### config.mk
export PLATFORM = sky130hd
export DESIGN_NAME = truth_table_scanner
export DESIGN_NICKNAME = d
export VERILOG_FILES = /design/src/rtl/truth_table_scanner.sv
export SDC_FILE = /design/constraint.sdc
export NUM_CORES = 1
export LEC_CHECK = 0
export BUFFER_PORTS_ARGS = -buffer_cell sky130_fd_sc_hd__clkbuf_2
export CAP_MARGIN = 20
export CORE_MARGIN = 10
export CORE_UTILIZATION = 45
export DETAILED_ROUTE_END_ITERATION = 6
export SLEW_MARGIN = 20
export SYNTH_ARGS = -nofsm -noshare
export SYNTH_HDL_FRONTEND = slang
export SYNTH_SLANG_ARGS = --single-unit
### constraint.sdc
create_clock -name i_clock -period 4.9 [get_ports i_clock]
set_input_delay 0.98 -clock i_clock [delete_from_list [all_inputs] [get_ports i_clock]]
set_output_delay 0.98 -clock i_clock [all_outputs]
set_load 0.05 [all_outputs]
### src/rtl/truth_table_scanner.sv
// rtl/truth_table_scanner.sv - sweeps every input combination of a gate under test and captures its truth table
module truth_table_scanner #(
    parameter int                      N_IN     = 2,
    parameter int                      SETTLE   = 1,
    parameter logic [(2**N_IN)-1:0]    EXPECTED = 4'b0001
) (
    input  logic                       i_clock,
    input  logic                       i_reset_,
    input  logic                       i_start,
    output logic [N_IN-1:0]            o_x,
    input  logic                       i_z,
    output logic                       o_busy,
    output logic                       o_done,
    output logic [(2**N_IN)-1:0]       o_table,
    output logic                       o_match
);

    localparam int                W        = 2**N_IN;
    localparam logic [N_IN:0]     LAST_IDX = (N_IN+1)'(W-1);
    localparam logic [N_IN:0]     IDX_ONE  = (N_IN+1)'(1);
    localparam logic [3:0]        CNT_INIT = 4'(SETTLE);

    typedef enum logic [1:0] {
        S_IDLE = 2'd0,
        S_HOLD = 2'd1,
        S_DONE = 2'd2
    } state_t;

    state_t            r_state;
    logic [N_IN:0]     r_idx;
    logic [3:0]        r_cnt;
    logic [N_IN-1:0]   r_x;
    logic              r_busy;
    logic              r_done;
    logic [W-1:0]      r_table;
    logic              r_match;

    logic [W-1:0]      w_table_smp;
    logic [N_IN:0]     w_idx_inc;

    // Table as it will look once the current z sample is written in; bits above idx are still 0
    always_comb begin
        w_table_smp                      = r_table;
        w_table_smp[r_idx[N_IN-1:0]]     = i_z;
        w_idx_inc                        = r_idx + IDX_ONE;
    end

    // Scan sequencer: accept start, hold each combination SETTLE+1 cycles, sample z on the last edge
    always_ff @(posedge i_clock or negedge i_reset_) begin
        if (!i_reset_) begin
            r_state <= S_IDLE;
            r_idx   <= '0;
            r_cnt   <= '0;
            r_x     <= '0;
            r_busy  <= 1'b0;
            r_done  <= 1'b0;
            r_table <= '0;
            r_match <= 1'b0;
        end else begin
            case (r_state)
                S_IDLE: begin
                    r_x    <= '0;
                    r_done <= 1'b0;
                    if (i_start) begin
                        r_idx   <= '0;
                        r_cnt   <= CNT_INIT;
                        r_table <= '0;
                        r_match <= 1'b0;
                        r_busy  <= 1'b1;
                        r_state <= S_HOLD;
                    end
                end
                S_HOLD: begin
                    if (r_cnt != 4'd0) begin
                        r_cnt <= r_cnt - 4'd1;
                    end else begin
                        r_table <= w_table_smp;
                        if (r_idx == LAST_IDX) begin
                            r_busy  <= 1'b0;
                            r_done  <= 1'b1;
                            r_match <= (w_table_smp == EXPECTED);
                            r_state <= S_DONE;
                        end else begin
                            r_idx <= w_idx_inc;
                            r_x   <= w_idx_inc[N_IN-1:0];
                            r_cnt <= CNT_INIT;
                        end
                    end
                end
                S_DONE: begin
                    r_done  <= 1'b0;
                    r_x     <= '0;
                    r_state <= S_IDLE;
                end
                default: begin
                    r_state <= S_IDLE;
                end
            endcase
        end
    end

    assign o_x     = r_x;
    assign o_busy  = r_busy;
    assign o_done  = r_done;
    assign o_table = r_table;
    assign o_match = r_match;

endmodule

==> results.md <==
- Tmin final: 1970 ps
- CTS tree: yes
- Setup Total Neg Slack: 0 ps
- Avg Cell Area, Syn: 10.0 um2
- Synth Flop Type: dfrtp_1
- Power per cell area: 722 nW/um2
- Worst stage delay on the critical path: 400 ps
- Total Die Area: 4420 um2
- Synth Cell Area: 971 um2
- Fill count: 189
- CTS resizes: 0
- Delay-heaviest family, CP: flip-flops
- CP Capture Type: output pin
- First-pass GRT wire length: 3460 um
- Post-Layout Inst Area: 1070 um2
- Synth top area share: 0.464
- Slew margin rel.: 0.639
- IO buf count: 12
- Peak supply drop: 0.000373 V
- Vias in the first global route: 737
- Ys async rst share: 1.00
- Longest Clk Path Bufs: 2
- Yosys cell types: 33
- Hold Crit Class: register to register
- Reg2Reg Setup Slack: 3030 ps
- Clk sinks: 18
- Cells after Synth: 97
- Wire per inst: 14.9 um
- Post-CTS setup buffer count: 0
- Register area share after synthesis: 0.464
- CTS hold repair buffers: 0
- RSZ-0062 raised after global routing: no
- Final core occ: 0.536
- Root buf cell: clkbuf_4
- ANT cells: 0
- Final nets: 123
- DRC viols: 0
- Core area: 2000 um2
- Die height: 66.5 um
- Largest net degree at the start of global routing: 19
- Max-Cap Viols: 0
- Area growth syn-to-layout: 10.4%
- Synth top cells by count: 18 x dfrtp_1, 12 x nand2_1, 9 x inv_1, 7 x ha_1, 7 x nor2_1
- Fin crit share: 0.401
- Synth area leader: dfrtp_1
- Hold WS: 487 ps
- Worst-Margin Slew: 540 ps
- Post-placement cell area: 1050 um2
- Status: completed
- Grt ovf: 0
- Slowest-stage cell, CP: dfrtp_1
- Initial DRC count: 36
- Post-synthesis register bit count: 18
- Fmax: 508 MHz
- Clock slew at the register clock pins of the worst setup and hold paths: 100 ps
- Initial antenna violation count: 0
- Syn_nets: 108
- Pleak: 0.543 nW
- Die width: 66.5 um
- IO Count: 13
- Post-DP HPWL: 1550 um
- Number of synthesized flops with an enable pin: 0
- Count leader, synth: dfrtp_1
- Top cells by area, synth: dfrtp_1 46%, ha_1 9.0%, nand2_1 4.6%
- Critical path buffer and inverter count: 1
- Endpoints failing setup: 0
- Total track usage: 0.102
- Ratio of cells with drive above 1 in the final layout: 0.182
- WP data required: 3920 ps
- Inserted Clock Buffers: 3
- CP startpoint kind: register
- Post-route clock skew: 4.93 ps
- Starting Density: 0.485
- Vias per cell: 5.47
- Synth warnings: 0
- WS Path Type: register to output pin
- Arrival @ worst endpoint: 990 ps
- Via count: 749
- Gp weighted congestion: 0.736
- First-pass detailed-route iteration total: 4
- Worst skew pair latency: 290 ps
- Row count: 16
- H-tree depth: 1
- Post-route ant nets: 0
- Cells along the critical path: clkbuf_2
- Drt total wl: 2040 um
- Critical Path Fanout Max: 4
- Final hold viol count: 0
- Slew Limit Fails: 0
layout make-up:
| class | instances | area, um2 | area share |
|---|---|---|---|
| Sequential cell | 18 | 450 | 0.420 |
| Multi-Input combinational cell | 68 | 472 | 0.440 |
| Tap cell | 27 | 33.8 | 0.0315 |
| Clock buffer | 3 | 22.5 | 0.0210 |
| Inverter | 9 | 33.8 | 0.0315 |
| Timing Repair Buffer | 12 | 60.1 | 0.0560 |
cells in the final DEF (no fill, tap or decap), types with 4 or more instances in the layout:
| master | Yosys | final |
|---|---|---|
| nand2_1 | 12 | 12 |
| nor2_1 | 7 | 7 |
| o31ai_1 | 4 | 4 |
| clkbuf_2 | 0 | 12 |
| o21ai_0 | 5 | 5 |
| inv_1 | 9 | 9 |
| dfrtp_1 | 18 | 18 |
| ha_1 | 7 | 7 |
| nand3_1 | 6 | 6 |
power by group:
part	switching, mW	leakage (nW)	internal (mW)
clock network	0.0446	0.0138	0.0286
logic	0.281	0.305	0.141
registers	0.0645	0.223	0.214
total	0.390	0.543	0.384
layer usage:
| layer | routed length, um | global-route usage | up-vias |
|---|---|---|---|
| li1 | - | - | 378 |
| met5 | 0 | 0 | - |
| met4 | 29 | 0.0471 | 0 |
| met1 | 996 | 0.133 | 346 |
| met3 | 168 | 0.0385 | 4 |
| met2 | 846 | 0.144 | 21 |
state kept, by name (all words and copies together) (netlist names):
name and flops:
o_done 1, r_state 2, o_busy 1, o_x 2
r_idx 3, o_table 4, r_cnt 4, o_match 1
path summary, 6_finish.rpt:
path | startpoint | endpoint | cells past startpoint
setup / recovery | o_table[0]$_DFFE_PN0P_ | o_table[0] | 1
hold / removal | o_busy$_DFFE_PN0P_ | o_busy$_DFFE_PN0P_ | 2
setup reg to reg | r_cnt[0]$_DFFE_PN0P_ | o_x[1]$_DFFE_PN0P_ | 6
hold reg to reg | o_busy$_DFFE_PN0P_ | o_busy$_DFFE_PN0P_ | 2
max in group asynchronous | i_reset_ | r_idx[2]$_DFFE_PN0P_ | 1
min in group asynchronous | i_reset_ | r_state[0]$_DFFE_PN0P_ | 1
worst min-delay path, cell delays in order (launching register included):
cell and delay, ps:
dfrtp_1 360, nand2_1 50, nand2_1 50
cell families after synthesis:
logic type | count (synthesis) | synth area share
AO/OA/AOI/OAI | 21 | 0.155
adder cells (fa/ha/maj) | 7 | 0.0902
buffers and inverters | 11 | 0.0503
flip-flops | 18 | 0.464
multiplexers | 3 | 0.0309
AND/OR/NAND/NOR | 37 | 0.210
metrics by stage:
step	worst slack, ps	cells	total power, mW
floorplan	3220	97	0.610
global placement	3070	134	0.703
detailed placement	3050	134	0.707
CTS	2910	137	0.783
global route	2810	137	0.844
finish	2930	137	0.774
Note: power is estimated with default switching activity, not from simulation.
